### src/rtl/byte_strip_multi_if.sv
// Symbol-mux to lane-serializer bus for byte_strip_multi.
// lane_rev exists only when BYTE_STRIP_LANE_REVERSAL_EN is defined.
interface byte_strip_multi_if #(
  parameter int BITS      = 8,
  parameter int NUM_LANES = 4
);
  logic [BITS-1:0]           d_in;
  logic                      valid_in;
  logic [2:0]                width_sel;
`ifdef BYTE_STRIP_LANE_REVERSAL_EN
  logic                      lane_rev;
`endif
  logic [NUM_LANES*BITS-1:0] lane_data;
  logic [NUM_LANES-1:0]      lane_valid;
  logic                      width_err;

`ifdef BYTE_STRIP_LANE_REVERSAL_EN
  modport master (output d_in, valid_in, width_sel, lane_rev,
                  input  lane_data, lane_valid, width_err);
  modport slave  (input  d_in, valid_in, width_sel, lane_rev,
                  output lane_data, lane_valid, width_err);
`else
  modport master (output d_in, valid_in, width_sel,
                  input  lane_data, lane_valid, width_err);
  modport slave  (input  d_in, valid_in, width_sel,
                  output lane_data, lane_valid, width_err);
`endif
endinterface

### src/rtl/byte_strip_multi.sv
// Parametrised byte striper: gathers 1<<width_sel bytes, releases them as one aligned set,
// PAD-fills partial sets. Optional lane reversal via BYTE_STRIP_LANE_REVERSAL_EN.

// Per-lane release selector: picks staged byte, the closing byte, PAD, or 0.
module byte_strip_multi_lane #(
  parameter int          BITS      = 8,
  parameter int          NUM_LANES = 4,
  parameter int          LANE      = 0,
  parameter logic [BITS-1:0] PAD   = 8'hF7
) (
  input  logic [NUM_LANES-1:0][BITS-1:0] stage,
  input  logic [BITS-1:0]                d_in,
  input  logic [3:0]                     act,
  input  logic [2:0]                     ptr,
  input  logic                           last,
  input  logic                           rev,
  output logic [BITS-1:0]                d,
  output logic                           v
);
  localparam logic [3:0] LI = 4'(LANE);
  logic [3:0]      j;
  logic [BITS-1:0] sel;

  always_comb begin
    v   = (LI < act);
    j   = rev ? (act - 4'd1 - LI) : LI;
    sel = '0;
    for (int i = 0; i < NUM_LANES; i++)
      if (4'(i) == j) sel = stage[i];
    d = '0;
    if (v) begin
      if (j < {1'b0, ptr})                d = sel;
      else if (last && j == {1'b0, ptr})  d = d_in;
      else                                d = PAD;
    end
  end
endmodule

module byte_strip_multi #(
  parameter int              BITS       = 8,
  parameter int              NUM_LANES  = 4,
  parameter logic [BITS-1:0] PAD_SYMBOL = 8'hF7
) (
  input logic               clk,
  input logic               reset_L,
  byte_strip_multi_if.slave bus
);
  localparam int LW = $clog2(NUM_LANES);

  typedef enum logic {IDLE, FILL} state_t;
  state_t state;

  logic [NUM_LANES-1:0][BITS-1:0] stage, lane_q, rel_data;
  logic [NUM_LANES-1:0]           lane_vq, rel_valid;
  logic [2:0]                     ptr, act_w, cur_w;
  logic [3:0]                     act;
  logic                           err_seen, legal, last, rel, flush, fire, cur_rev;

`ifdef BYTE_STRIP_LANE_REVERSAL_EN
  logic rev_q;
  assign cur_rev = (state == IDLE) ? bus.lane_rev : rev_q;
`else
  assign cur_rev = 1'b0;
`endif

  // At set start the live width_sel governs; mid-set the latched one does.
  assign cur_w = (state == IDLE) ? bus.width_sel : act_w;
  assign act   = 4'd1 << cur_w;
  assign legal = (cur_w <= 3'(LW));
  assign last  = bus.valid_in && ({1'b0, ptr} == act - 4'd1);
  assign rel   = last && (state == FILL || legal);
  assign flush = (state == FILL) && !bus.valid_in;
  assign fire  = rel || flush;

  for (genvar k = 0; k < NUM_LANES; k++) begin : g_lane
    byte_strip_multi_lane #(
      .BITS(BITS), .NUM_LANES(NUM_LANES), .LANE(k), .PAD(PAD_SYMBOL)
    ) u_lane (
      .stage(stage), .d_in(bus.d_in), .act(act), .ptr(ptr), .last(last),
      .rev(cur_rev), .d(rel_data[k]), .v(rel_valid[k])
    );
  end

  assign bus.lane_data  = lane_q;
  assign bus.lane_valid = lane_vq;

  always_ff @(posedge clk or negedge reset_L) begin
    if (!reset_L) begin
      state         <= IDLE;
      ptr           <= '0;
      act_w         <= '0;
      stage         <= '0;
      lane_q        <= '0;
      lane_vq       <= '0;
      err_seen      <= 1'b0;
      bus.width_err <= 1'b0;
`ifdef BYTE_STRIP_LANE_REVERSAL_EN
      rev_q         <= 1'b0;
`endif
    end else begin
      bus.width_err <= 1'b0;
      lane_vq       <= '0;
      if (fire) begin
        lane_q  <= rel_data;
        lane_vq <= rel_valid;
      end
      case (state)
        IDLE: if (bus.valid_in) begin
          if (legal) begin
            act_w    <= bus.width_sel;
            err_seen <= 1'b0;
`ifdef BYTE_STRIP_LANE_REVERSAL_EN
            rev_q    <= bus.lane_rev;
`endif
            if (act != 4'd1) begin
              stage[0] <= bus.d_in;
              ptr      <= 3'd1;
              state    <= FILL;
            end
          end else begin
            bus.width_err <= 1'b1;
          end
        end
        FILL: begin
          if (bus.width_sel != act_w && !err_seen) begin
            bus.width_err <= 1'b1;
            err_seen      <= 1'b1;
          end
          if (bus.valid_in) begin
            for (int i = 0; i < NUM_LANES; i++)
              if (3'(i) == ptr) stage[i] <= bus.d_in;
            if (last) begin
              ptr   <= '0;
              state <= IDLE;
            end else begin
              ptr <= ptr + 3'd1;
            end
          end else begin
            ptr   <= '0;
            state <= IDLE;
          end
        end
        default: state <= IDLE;
      endcase
    end
  end
endmodule

### src/flat_wrapper.sv
// flat-port wrapper written by rule: the top's interface ports become plain ports
module byte_strip_multi_flat 
#(
  parameter int              BITS       = 8,
  parameter int              NUM_LANES  = 4,
  parameter logic [BITS-1:0] PAD_SYMBOL = 8'hF7
)
  (clk, reset_L, bus_d_in, bus_valid_in, bus_width_sel, bus_lane_data, bus_lane_valid, bus_width_err);
  byte_strip_multi_if #(.BITS(BITS), .NUM_LANES(NUM_LANES)) bus_i ();
  input logic clk;
  input logic reset_L;
  input wire logic [$bits(bus_i.d_in)-1:0] bus_d_in;
  input wire logic [$bits(bus_i.valid_in)-1:0] bus_valid_in;
  input wire logic [$bits(bus_i.width_sel)-1:0] bus_width_sel;
  output wire logic [$bits(bus_i.lane_data)-1:0] bus_lane_data;
  output wire logic [$bits(bus_i.lane_valid)-1:0] bus_lane_valid;
  output wire logic [$bits(bus_i.width_err)-1:0] bus_width_err;
  assign bus_i.d_in = bus_d_in;
  assign bus_i.valid_in = bus_valid_in;
  assign bus_i.width_sel = bus_width_sel;
  assign bus_lane_data = bus_i.lane_data;
  assign bus_lane_valid = bus_i.lane_valid;
  assign bus_width_err = bus_i.width_err;
  byte_strip_multi #(.BITS(BITS), .NUM_LANES(NUM_LANES), .PAD_SYMBOL(PAD_SYMBOL)) u_core (.clk(clk), .reset_L(reset_L), .bus(bus_i));
endmodule
### config.mk
export PLATFORM = sky130hd
export DESIGN_NAME = byte_strip_multi_flat
export DESIGN_NICKNAME = d
export VERILOG_FILES = /design/src/rtl/byte_strip_multi_if.sv /design/src/rtl/byte_strip_multi.sv /design/src/flat_wrapper.sv
export SDC_FILE = /design/constraint.sdc
export NUM_CORES = 1
export LEC_CHECK = 0
export CAP_MARGIN = 5
export CORE_MARGIN = 5
export CORE_UTILIZATION = 49
export CTS_CLUSTER_SIZE = 16
export DETAILED_ROUTE_END_ITERATION = 6
export GPL_TIMING_DRIVEN = 1
export PLACE_DENSITY = 0.87
export SETUP_SLACK_MARGIN = 0.3
export SLEW_MARGIN = 40
export SYNTH_ARGS = -nofsm -noshare
export SYNTH_HDL_FRONTEND = slang
export SYNTH_SLANG_ARGS = --single-unit
### constraint.sdc
create_clock -name clk -period 1.86 [get_ports clk]
set_input_delay 0.186 -clock clk [delete_from_list [all_inputs] [get_ports clk]]
set_output_delay 0.186 -clock clk [all_outputs]
set_load 0.02 [all_outputs]
==> results of run 1 <==
==> worst paths after layout <==
check                                       from  slack [ps]                        to  cells past startpoint
worst max-delay path                u_core.state        -240   u_core.bus.lane_data[8]                      6
worst min-delay path            bus_width_sel[0]         280           u_core.act_w[0]                      2
worst max register to register      u_core.state        -240   u_core.bus.lane_data[8]                      6
worst min register to register   u_core.err_seen         500           u_core.err_seen                      2
max in group asynchronous                reset_L         980  u_core.bus.lane_data[27]                      3
min in group asynchronous                reset_L         290          u_core.stage[31]                      2
==> logic make-up (layout without fill, tap and decap cells) <==
family,count (synthesis),after routing,synth area share (%)
muxes,37,37,11.9
adders and majority gates,3,3,1.05
DFF,77,77,54.1
and+or+nand+nor,53,54,7.97
buffers and inverters,21,133,3.90
AOI/OAI and AO/OA,82,82,20.2
xor gates and xnor gates,4,4,0.983
==> power groups by stage <==
stage,clock (mW),sequential (mW),combinational [mW]
4_1_cts,1.39,2.69,2.74
3_3_place_gp,0,2.68,2.51
6_report,1.40,2.77,2.98
5_1_grt,1.50,2.83,3.14
3_5_place_dp,0,2.70,2.61
2_1_floorplan,0,2.93,1.27
==> registers in the layout, summed over array words and instances (netlist names) <==
register               flops
u_core.bus.lane_data      32
u_core.stage              32
u_core.bus.lane_valid      4
u_core.act_w               3
u_core.ptr                 3
u_core.bus.width_err       1
u_core.err_seen            1
u_core.state               1
==> cell usage in the layout (no fill, tap or decap), types with 9 or more instances in the layout <==
| cell | Yosys | routed |
|---|---|---|
| sky130_fd_sc_hd__clkdlybuf4s50_1 | 0 | 20 |
| sky130_fd_sc_hd__dfrtp_1 | 77 | 71 |
| sky130_fd_sc_hd__nor2_1 | 10 | 10 |
| sky130_fd_sc_hd__o2bb2ai_2 | 16 | 24 |
| sky130_fd_sc_hd__dlymetal6s2s_1 | 0 | 27 |
| sky130_fd_sc_hd__o22ai_1 | 21 | 14 |
| sky130_fd_sc_hd__nand2_1 | 15 | 12 |
| sky130_fd_sc_hd__clkbuf_8 | 0 | 9 |
| sky130_fd_sc_hd__buf_4 | 3 | 48 |
| sky130_fd_sc_hd__mux2_2 | 32 | 25 |
==> synth_stat cells, drive strengths merged (2+ instances only) <==
cell and number:
a211oi 2, a21o 2, a21oi 6, and3 4, buf 9, clkbuf 3, dfrtp 77, ha 3
inv 9, mux2 32, mux2i 4, nand2 16, nand3 4, nand4 4, nor2 10, nor2b 6
nor3 4, o211a 2, o21a 2, o21ai 10, o22ai 21, o2bb2ai 32, xnor2 4
==> per-stage QoR <==
stage | util, % | setup slack [ps] | hold slack (ps)
after global routing | 72.3 | -325 | 278
after detailed placement | 63.4 | -385 | 135
final | 72.3 | -243 | 280
after global placement | 63.4 | -266 | 132
after floorplan | - | 56.6 | -110
after CTS | 68.4 | -119 | 294
==> metal layers <==
| metal | global-route usage, % | up-vias | wire (µm) |
|---|---|---|---|
| met4 | 8.65 | 0 | 312 |
| met1 | 28.7 | 1515 | 4330 |
| met5 | 0 | - | 0 |
| met2 | 36.6 | 158 | 5550 |
| met3 | 6.39 | 31 | 789 |
| li1 | - | 1265 | - |
==> area by class of cell <==
cell class	count	area (µm²)	area share, %
flip-flops and latches	77	1930	37.3
multi-input cells	180	1780	34.3
repair buffers	109	1090	21.1
clock buffers	9	124	2.39
well taps	99	124	2.39
clock inverters	6	87.6	1.69
inverters	9	41.3	0.796
==> critical path, delay by kind of cell (launching register included) <==
family / cells / cell delay, ps
buffers and inverters: 1 / 200
multiplexers: 1 / 400
AND/OR/NAND/NOR: 2 / 420
AO/OA/AOI/OAI: 2 / 410
flip-flops: 1 / 550
==> what timing repair did <==
action,in CTS,in global routing
setup buffers,3,9
hold endpoints to repair,26,0
gates cloned,1,2
gates resized for setup,23,53
hold buffers,1,0
pin swaps,5,5
setup endpoints to repair,70,95
==> metrics.txt, run 1 <==
# TYPE chip_impl_metric gauge
chip_impl_info{name="outcome",value="complete, but fails checks"} 1
chip_impl_info{name="failed_checks",value="setup timing"} 1
chip_impl_info{name="worst_setup_path_end_kind",value="flop"} 1
chip_impl_metric{name="seq_power_share",unit="%"} 38.7
chip_impl_metric{name="final-hold-violation-count",unit=""} 0
chip_impl_metric{name="number_of_fill_cells",unit=""} 430
chip_impl_info{name="startpoint_type",value="flop"} 1
chip_impl_info{name="synthDominantAreaCellType",value="sky130_fd_sc_hd__dfrtp_1"} 1
chip_impl_metric{name="timing.final.crit_share",unit="%"} 113
chip_impl_metric{name="number_of_antenna_violations_at_the_first_check_in_global_routing",unit=""} 0
chip_impl_metric{name="place_inst",unit=""} 458
chip_impl_metric{name="floorplan.io_pins",unit=""} 51
chip_impl_metric{name="ctsLongestPathBuffers",unit=""} 2
chip_impl_metric{name="antenna_nets_post_route",unit=""} 0
chip_impl_info{name="holdCritPathClass",value="in2reg"} 1
chip_impl_metric{name="finalWorstPathRequiredPeriod",unit="ps"} 2100
chip_impl_metric{name="async_flop_share",unit="%"} 100
chip_impl_metric{name="yosysWarnings",unit=""} 0
chip_impl_metric{name="drtPass1Iterations",unit=""} 4
chip_impl_metric{name="gp_routability_congestion",unit=""} 0.874
chip_impl_metric{name="via_count_of_the_first_global_routing_pass",unit=""} 3038
chip_impl_metric{name="fin_cells",unit=""} 489
chip_impl_metric{name="synth-seq-area-share",unit="%"} 54.1
chip_impl_metric{name="die-height",unit="µm"} 95.3
chip_impl_metric{name="clock_sink_count",unit=""} 77
chip_impl_metric{name="drt-vias-per-instance",unit=""} 6.07
chip_impl_metric{name="syn_nets",unit=""} 294
chip_impl_metric{name="grt_start_max_net_pins",unit=""} 52
chip_impl_metric{name="stdcell_area",unit="mm²"} 0.00519
chip_impl_metric{name="die_w",unit="µm"} 95.3
chip_impl_metric{name="arrival",unit="ps"} 2350
chip_impl_metric{name="p_int",unit="mW"} 4.57
chip_impl_metric{name="pwr-share-comb",unit="%"} 41.7
chip_impl_metric{name="netSwitchingPower",unit="mW"} 2.58
chip_impl_metric{name="setup_ws",unit="ps"} -243
chip_impl_metric{name="netlist_area",unit="mm²"} 0.00356
chip_impl_metric{name="number_of_cells_produced_by_synthesis",unit=""} 277
chip_impl_metric{name="synth.avg_cell_area",unit="µm²"} 12.9
chip_impl_metric{name="setup-tns-final",unit="ps"} -6150
chip_impl_metric{name="antenna_cells",unit=""} 0
chip_impl_info{name="timing.critical_path.slowest_stage_cell",value="sky130_fd_sc_hd__dfrtp_2"} 1
chip_impl_metric{name="design.core.area",unit="mm²"} 0.00718
chip_impl_metric{name="routedWlPerCell",unit="µm"} 22.5
chip_impl_info{name="netlist_top_cells_area",value="sky130_fd_sc_hd__dfrtp_1, sky130_fd_sc_hd__mux2_2, sky130_fd_sc_hd__o2bb2ai_2"} 1
chip_impl_metric{name="initial_core_util",unit="%"} 49.7
chip_impl_metric{name="numCtsBuffers",unit=""} 9
chip_impl_metric{name="finClkSkew",unit="ps"} 11.4
chip_impl_metric{name="worst_pin_slew",unit="ps"} 458
chip_impl_metric{name="wl",unit="µm"} 11000
chip_impl_info{name="synth_ff_type",value="sky130_fd_sc_hd__dfrtp_1"} 1
chip_impl_metric{name="power_density",unit="mW/mm²"} 1380
chip_impl_metric{name="relSlewSlack",unit="%"} 69.3
chip_impl_info{name="rsz0062_at_grt",value="yes"} 1
chip_impl_metric{name="total_power",unit="mW"} 7.15
chip_impl_metric{name="register_bit_total_from_synthesis",unit=""} 77
chip_impl_metric{name="gr-usage-all-layers",unit="%"} 22.6
chip_impl_metric{name="gr-total-overflow",unit=""} 0
chip_impl_metric{name="clk_pin_slew",unit="ps"} 80
chip_impl_metric{name="drc",unit=""} 0
chip_impl_metric{name="yosysTopAreaCellShare",unit="%"} 54.1
chip_impl_metric{name="flow.area_growth_from_synthesis",unit="%"} 45.6
chip_impl_metric{name="cp_data_required_time",unit="ps"} 2110
chip_impl_metric{name="synth_cell_type_count",unit=""} 45
chip_impl_info{name="timing.critical_path.cells",value="mux2i_2, and3_1, nand4_1, buf_4, o22ai_1, o2bb2ai_4"} 1
chip_impl_metric{name="ir_drop",unit="mV"} 0.790
chip_impl_metric{name="wire_length_of_the_first_global_routing_pass",unit="µm"} 15500
chip_impl_metric{name="detailedPlacementHpwl",unit="µm"} 6120
chip_impl_metric{name="drt_initial_violations",unit=""} 250
chip_impl_metric{name="fp-row-count",unit=""} 31
chip_impl_metric{name="h-tree-depth",unit=""} 3
chip_impl_metric{name="detailed_place.area",unit="mm²"} 0.00455
chip_impl_metric{name="clock_latency",unit="ps"} 360
chip_impl_metric{name="final-setup-viol-count",unit=""} 39
chip_impl_metric{name="maximum_clock_frequency",unit="MHz"} 476
chip_impl_metric{name="largest_stage_delay_worst_path",unit="ps"} 550
chip_impl_metric{name="final_layout_size_suffix_gt1_share",unit="%"} 45.1
chip_impl_metric{name="clkPwrFrac",unit="%"} 19.6
chip_impl_metric{name="critical_path_peak_fanout",unit=""} 8
chip_impl_info{name="root_buffer",value="sky130_fd_sc_hd__clkbuf_8"} 1
chip_impl_metric{name="timing_max_transition_violations_final",unit=""} 0
chip_impl_metric{name="detailroute.via_count",unit=""} 2969
chip_impl_metric{name="power_leakage",unit="nW"} 2.70
chip_impl_info{name="cts_tree",value="yes"} 1
chip_impl_metric{name="net_count_final",unit=""} 403
chip_impl_info{name="path_class",value="reg2reg"} 1
chip_impl_metric{name="synth-edff-count",unit=""} 0
chip_impl_metric{name="drv_cap",unit=""} 0
chip_impl_metric{name="buffer_ports.inserted",unit=""} 50
chip_impl_metric{name="dieArea",unit="mm²"} 0.00908
chip_impl_metric{name="power_switching_share",unit="%"} 36.1
No activity file was read; power rests on OpenSTA's default activity.
==> run 2, diff against run 1 <==
--- a/config.mk
+++ b/config.mk
@@ -6,7 +6,6 @@
 export NUM_CORES = 1
 export LEC_CHECK = 0
 export CAP_MARGIN = 5
-export CORE_MARGIN = 5
 export CORE_UTILIZATION = 49
 export CTS_CLUSTER_SIZE = 16
 export DETAILED_ROUTE_END_ITERATION = 6
==> metrics.txt, run 2 (synthesis gave the netlist of run 1 again) <==
# TYPE chip_impl_metric gauge
chip_impl_metric{name="power_leakage",unit="nW"} 2.78
chip_impl_metric{name="power_density",unit="mW/mm²"} 1370
chip_impl_metric{name="ir_drop",unit="mV"} 0.850
chip_impl_metric{name="final-setup-viol-count",unit=""} 37
chip_impl_info{name="timing.critical_path.cells",value="nor2b_1, mux4_2, a211oi_2, o21ai_2, nand2_4, buf_12, o2bb2ai_1"} 1
chip_impl_info{name="mostFrequentLayoutCell",value="sky130_fd_sc_hd__dfrtp_1"} 1
chip_impl_metric{name="timing.final.crit_share",unit="%"} 107
chip_impl_metric{name="largest_stage_delay_worst_path",unit="ps"} 490
chip_impl_metric{name="final-hold-violation-count",unit=""} 0
chip_impl_metric{name="cp_data_required_time",unit="ps"} 2120
chip_impl_metric{name="setup_ws",unit="ps"} -133
chip_impl_metric{name="h-tree-depth",unit=""} 3
chip_impl_metric{name="buffer_ports.inserted",unit=""} 50
chip_impl_metric{name="finClkSkew",unit="ps"} 5.66
chip_impl_info{name="outcome",value="complete, but fails checks"} 1
chip_impl_metric{name="ctsLongestPathBuffers",unit=""} 2
chip_impl_metric{name="cp.buffers_inverters",unit=""} 1
chip_impl_info{name="path_class",value="reg2reg"} 1
chip_impl_metric{name="gr-total-overflow",unit=""} 0
chip_impl_metric{name="finalHoldWorstSlack",unit="ps"} 294
chip_impl_metric{name="fp-row-count",unit=""} 30
chip_impl_metric{name="floorplan.io_pins",unit=""} 51
chip_impl_metric{name="timing_max_transition_violations_final",unit=""} 0
chip_impl_metric{name="numCtsBuffers",unit=""} 9
chip_impl_info{name="holdCritPathClass",value="in2async"} 1
chip_impl_info{name="worst_setup_path_end_kind",value="flop"} 1
chip_impl_metric{name="via_count_of_the_first_global_routing_pass",unit=""} 3166
chip_impl_metric{name="design.core.area",unit="mm²"} 0.00691
chip_impl_metric{name="drc",unit=""} 0
chip_impl_info{name="timing.critical_path.slowest_stage_cell",value="sky130_fd_sc_hd__mux4_2"} 1
chip_impl_metric{name="critical_path_peak_fanout",unit=""} 10
chip_impl_metric{name="worst_pin_slew",unit="ps"} 626
chip_impl_metric{name="clock_sink_count",unit=""} 77
chip_impl_info{name="rsz0062_at_grt",value="yes"} 1
chip_impl_metric{name="fin_cells",unit=""} 495
chip_impl_metric{name="detailroute.via_count",unit=""} 2990
chip_impl_metric{name="arrival",unit="ps"} 2250
chip_impl_info{name="cp_top_family",value="compound AO/OA/AOI/OAI gates"} 1
chip_impl_metric{name="drt_initial_violations",unit=""} 237
chip_impl_metric{name="final-seq-area",unit="mm²"} 0.00193
chip_impl_info{name="layout_common_cells",value="sky130_fd_sc_hd__dfrtp_1, sky130_fd_sc_hd__buf_4, sky130_fd_sc_hd__mux2_4"} 1
chip_impl_info{name="startpoint_type",value="flop"} 1
chip_impl_info{name="root_buffer",value="sky130_fd_sc_hd__clkbuf_8"} 1
chip_impl_metric{name="detailedPlacementHpwl",unit="µm"} 5880
chip_impl_metric{name="detailed_place.area",unit="mm²"} 0.00457
chip_impl_metric{name="wl",unit="µm"} 11300
chip_impl_metric{name="antenna_nets_post_route",unit=""} 0
chip_impl_metric{name="clk_pin_slew",unit="ps"} 80
chip_impl_metric{name="place_inst",unit=""} 455
chip_impl_metric{name="final_layout_size_suffix_gt1_share",unit="%"} 44.6
chip_impl_metric{name="wire_length_of_the_first_global_routing_pass",unit="µm"} 17000
chip_impl_info{name="failed_checks",value="setup timing"} 1
chip_impl_metric{name="routedWlPerCell",unit="µm"} 22.9
chip_impl_metric{name="drtPass1Iterations",unit=""} 4
chip_impl_metric{name="dieArea",unit="mm²"} 0.00762
chip_impl_metric{name="net_count_final",unit=""} 411
chip_impl_metric{name="die-height",unit="µm"} 87.3
chip_impl_metric{name="finalWorstPathRequiredPeriod",unit="ps"} 1990
chip_impl_metric{name="grt_start_max_net_pins",unit=""} 51
chip_impl_info{name="cts_tree",value="yes"} 1
chip_impl_metric{name="gr-usage-all-layers",unit="%"} 30.6
chip_impl_metric{name="pre_cts_ws",unit="ps"} -303
chip_impl_metric{name="maximum_clock_frequency",unit="MHz"} 502
chip_impl_metric{name="clock_latency",unit="ps"} 360
chip_impl_metric{name="drv_cap",unit=""} 0
chip_impl_metric{name="flow.area_growth_from_synthesis",unit="%"} 51.5
chip_impl_metric{name="die_w",unit="µm"} 87.3
chip_impl_metric{name="gp_routability_congestion",unit=""} 0.982
chip_impl_metric{name="antenna_cells",unit=""} 0
chip_impl_metric{name="drt-vias-per-instance",unit=""} 6.04
chip_impl_metric{name="area_of_the_multi_input_gates",unit="mm²"} 0.00187
chip_impl_metric{name="number_of_antenna_violations_at_the_first_check_in_global_routing",unit=""} 0
chip_impl_metric{name="relSlewSlack",unit="%"} 58.3
chip_impl_metric{name="initial_core_util",unit="%"} 51.6
chip_impl_metric{name="stdcell_area",unit="mm²"} 0.00540
chip_impl_metric{name="total_power",unit="mW"} 7.42
chip_impl_metric{name="number_of_fill_cells",unit=""} 383
## run 2: cell count changes in the layout (fill, tap and decap cells not counted), sizes merged, moves of 4 or more
cell and change:
buf +4, clkbuf +5, clkdlybuf4s50 +6, dlymetal6s2s -7
## run 2: layer usage
layer	routed length [µm]	global-route usage (%)	part of all wire (%)
met5	0	0	0
met4	370	15.5	3.3
met3	678	7.20	6.0
met2	5610	48.9	50
met1	4650	39.1	41
## run 2: final cells by class
class	instances	share of cell area [%]
clock buffer	12	2.87
clock inverter	4	1.30
inverter	9	0.811
multi-input combinational	182	34.6
sequential	77	35.8
tap	96	2.23
timing repair buffer	115	22.5
## run 2: worst paths after layout
| kind | cells after the start | startpoint | to | slack [ps] |
|---|---|---|---|---|
| max | 7 | u_core.act_w[0] | u_core.bus.lane_data[24] | -130 |
| min | 2 | reset_L | u_core.err_seen | 290 |
| max reg2reg | 7 | u_core.act_w[0] | u_core.bus.lane_data[24] | -130 |
| min reg2reg | 1 | u_core.bus.lane_data[22] | u_core.bus.lane_data[22] | 500 |
| max in group asynchronous | 3 | reset_L | u_core.ptr[0] | 970 |
| min in group clk | 1 | u_core.bus.lane_data[22] | u_core.bus.lane_data[22] | 500 |
## run 2: what timing repair did
item | in CTS | in global routing
hold buffers | 1 | 0
cloned | 4 | 1
endpoints found under the setup margin | 76 | 94
endpoints found under the hold margin | 27 | 0
setup buffers | 13 | 5
gates resized for setup | 59 | 51
pin swaps | 11 | 9
## run 2: per-stage QoR
stage                     setup TNS [ps]  util (%)
final                              -2490      78.2
after global routing               -4550      78.2
after CTS                          -1060      74.9
after detailed placement          -10450      66.2
after global placement             -8860      66.2
after floorplan                        0         -
## run 2: power by group
part,internal (mW),switching (mW)
registers,2.28,0.527
clock network,0.825,0.623
logic,1.67,1.49
total,4.77,2.64
==> run 3, diff against run 2 <==
--- a/config.mk
+++ b/config.mk
@@ -6,11 +6,11 @@
 export NUM_CORES = 1
 export LEC_CHECK = 0
 export CAP_MARGIN = 5
-export CORE_UTILIZATION = 49
+export CORE_UTILIZATION = 55
 export CTS_CLUSTER_SIZE = 16
 export DETAILED_ROUTE_END_ITERATION = 6
 export GPL_TIMING_DRIVEN = 1
-export PLACE_DENSITY = 0.87
+export PLACE_DENSITY = 0.91
 export SETUP_SLACK_MARGIN = 0.3
 export SLEW_MARGIN = 40
 export SYNTH_ARGS = -nofsm -noshare
==> constraint.sdc (replaced) <==
create_clock -name clk -period 2.5 [get_ports clk]
set_input_delay 0.25 -clock clk [delete_from_list [all_inputs] [get_ports clk]]
set_output_delay 0.25 -clock clk [all_outputs]
set_load 0.02 [all_outputs]
==> metrics.txt, run 3 (synthesis gave the netlist of run 1 again) <==
# TYPE chip_impl_metric gauge
chip_impl_info{name="crit_path_start",value="u_core.act_w[0]"} 1
chip_impl_info{name="top_signal_layer_used",value="met4"} 1
chip_impl_metric{name="design.core.area",unit="mm²"} 0.00610
chip_impl_info{name="reg2reg_from",value="u_core.act_w[0]"} 1
chip_impl_metric{name="relSlewSlack",unit="%"} 53.9
chip_impl_metric{name="drt-vias-per-instance",unit=""} 6.16
chip_impl_info{name="holdCritPathClass",value="in2async"} 1
chip_impl_metric{name="net_count_final",unit=""} 360
chip_impl_metric{name="wl_met3",unit="µm"} 604
chip_impl_metric{name="buffer_ports.inserted",unit=""} 50
chip_impl_info{name="cts_tree",value="yes"} 1
chip_impl_metric{name="pre_cts_ws",unit="ps"} 157
chip_impl_metric{name="timing.reg2reg.setup_slack",unit="ps"} 400
chip_impl_metric{name="die-height",unit="µm"} 82.5
chip_impl_info{name="root_buffer",value="sky130_fd_sc_hd__clkbuf_8"} 1
chip_impl_metric{name="drv_cap",unit=""} 0
chip_impl_metric{name="die_w",unit="µm"} 82.5
chip_impl_metric{name="gp_routability_congestion",unit=""} 0.970
chip_impl_metric{name="arrival",unit="ps"} 2370
chip_impl_metric{name="wl",unit="µm"} 8180
chip_impl_info{name="path_class",value="reg2reg"} 1
chip_impl_metric{name="drc",unit=""} 0
chip_impl_info{name="outcome",value="completed"} 1
chip_impl_metric{name="floorplan.io_pins",unit=""} 51
chip_impl_metric{name="timing.final.crit_share",unit="%"} 84.1
chip_impl_metric{name="gr-total-overflow",unit=""} 0
chip_impl_metric{name="detailedPlacementHpwl",unit="µm"} 5370
chip_impl_metric{name="critical_path_peak_fanout",unit=""} 14
chip_impl_metric{name="wirelength_met1",unit="µm"} 3410
chip_impl_metric{name="antenna_cells",unit=""} 0
chip_impl_info{name="rsz0062_at_grt",value="no"} 1
chip_impl_metric{name="final-setup-viol-count",unit=""} 0
chip_impl_metric{name="clock_latency",unit="ps"} 340
chip_impl_metric{name="h-tree-depth",unit=""} 3
chip_impl_metric{name="dieArea",unit="mm²"} 0.00680
chip_impl_metric{name="drt_initial_violations",unit=""} 349
chip_impl_info{name="worst_setup_path_end_kind",value="flop"} 1
chip_impl_metric{name="finalWorstPathRequiredPeriod",unit="ps"} 2100
chip_impl_metric{name="detailroute.via_count",unit=""} 2601
chip_impl_metric{name="finClkSkew",unit="ps"} 5.79
chip_impl_metric{name="power_leakage",unit="nW"} 1.97
chip_impl_info{name="mostFrequentLayoutCell",value="sky130_fd_sc_hd__dfrtp_1"} 1
chip_impl_metric{name="number_of_antenna_violations_at_the_first_check_in_global_routing",unit=""} 0
chip_impl_metric{name="clk_pin_slew",unit="ps"} 80
chip_impl_metric{name="timing_max_transition_violations_final",unit=""} 0
chip_impl_metric{name="final_layout_size_suffix_gt1_share",unit="%"} 27.1
chip_impl_metric{name="setup-tns-final",unit="ps"} 0
chip_impl_info{name="startpoint_type",value="flop"} 1
chip_impl_metric{name="clock_sink_count",unit=""} 77
chip_impl_info{name="layout_common_cells",value="sky130_fd_sc_hd__dfrtp_1, sky130_fd_sc_hd__clkdlybuf4s50_1, sky130_fd_sc_hd__mux2_2"} 1
chip_impl_metric{name="routedWlPerCell",unit="µm"} 19.4
chip_impl_metric{name="setup_ws",unit="ps"} 398
chip_impl_metric{name="wire_length_of_the_first_global_routing_pass",unit="µm"} 13200
chip_impl_metric{name="grt_start_max_net_pins",unit=""} 78
chip_impl_metric{name="power_density",unit="mW/mm²"} 1080
chip_impl_metric{name="total_power",unit="mW"} 4.80
chip_impl_metric{name="antenna_nets_post_route",unit=""} 0
chip_impl_metric{name="via_count_of_the_first_global_routing_pass",unit=""} 2634
chip_impl_metric{name="gr-usage-all-layers",unit="%"} 26.9
chip_impl_metric{name="fp-row-count",unit=""} 28
chip_impl_metric{name="cp_data_required_time",unit="ps"} 2760
chip_impl_metric{name="worst_pin_slew",unit="ps"} 691
chip_impl_metric{name="drtPass1Iterations",unit=""} 4
chip_impl_metric{name="number_of_fill_cells",unit=""} 407
chip_impl_metric{name="postLayoutCoreUtil",unit="%"} 73.0
chip_impl_metric{name="maximum_clock_frequency",unit="MHz"} 476
chip_impl_metric{name="met2_routed_length",unit="µm"} 4040
chip_impl_metric{name="numCtsBuffers",unit=""} 9
chip_impl_metric{name="final-hold-violation-count",unit=""} 0
chip_impl_metric{name="initial_core_util",unit="%"} 58.5
chip_impl_metric{name="ir_drop",unit="mV"} 0.676
chip_impl_metric{name="ctsLongestPathBuffers",unit=""} 2
chip_impl_metric{name="flow.area_growth_from_synthesis",unit="%"} 24.9
==> run 3: cell count changes in the layout (fill, tap and decap cells not counted), moves of 7 or more <==
cell and change:
sky130_fd_sc_hd__buf_4 -27, sky130_fd_sc_hd__buf_6 -15, sky130_fd_sc_hd__clkdlybuf4s50_1 +23, sky130_fd_sc_hd__dlymetal6s2s_1 -20, sky130_fd_sc_hd__mux2_2 +30, sky130_fd_sc_hd__mux2_4 -30
sky130_fd_sc_hd__nand2_1 +7
==> run 3: power by group <==
group          internal [mW]  switching [mW]
combinational          0.912           0.854
sequential              1.69           0.317
clock                  0.583           0.441
total                   3.19            1.61
==> run 3: critical path, stage by stage (launching register included) <==
cell	delay [ps]
sky130_fd_sc_hd__dfrtp_1	470
sky130_fd_sc_hd__nor2b_1	160
sky130_fd_sc_hd__mux4_2	510
sky130_fd_sc_hd__a211oi_2	290
sky130_fd_sc_hd__o21ai_2	110
sky130_fd_sc_hd__nand2_4	170
sky130_fd_sc_hd__buf_12	160
sky130_fd_sc_hd__o2bb2ai_1	130
==> run 3: path summary, 6_finish.rpt <==
check | cells after the start | end
worst max-delay path | 7 | u_core.bus.lane_data[13]
worst min-delay path | 2 | u_core.bus.lane_data[7]
worst max register to register | 7 | u_core.bus.lane_data[13]
worst min register to register | 2 | u_core.err_seen
max in group asynchronous | 2 | u_core.state
min in group clk | 2 | u_core.err_seen
==> run 3: timing repair <==
item | CTS | global route
setup endpoints to repair | 28 | 20
resized for setup | 1 | 4
pin swaps | 0 | 2
hold endpoints to repair | 77 | 0
buffers inserted | 0 | 1
hold buffers | 1 | 0
==> run 3: final cells by class <==
cell class	count	area (µm²)	share of cell area (%)
Sequential cell	77	1930	43.4
Tap cell	75	93.8	2.11
Inverter	9	33.8	0.759
Clock inverter	4	72.6	1.63
Clock buffer	11	141	3.18
Multi-Input combinational cell	179	1510	33.9
Timing Repair Buffer	67	669	15.0
==> run 3: stage by stage <==
| stage | cell area (µm²) | cells | hold slack (ps) |
|---|---|---|---|
| 2_1_floorplan | 3560 | 277 | -45.6 |
| 3_3_place_gp | 4200 | 405 | 443 |
| 5_1_grt | 4450 | 422 | 511 |
| 4_1_cts | 4430 | 421 | 490 |
| 6_report | 4450 | 422 | 479 |
| 3_5_place_dp | 4200 | 405 | 326 |
==> run 3: routing by layer <==
layer  vias to the layer above  GRT usage, %
li1                       1171             -
met1                      1309          36.2
met2                       107          43.9
met3                        14          4.51
met4                         0          10.5
met5                         -             0
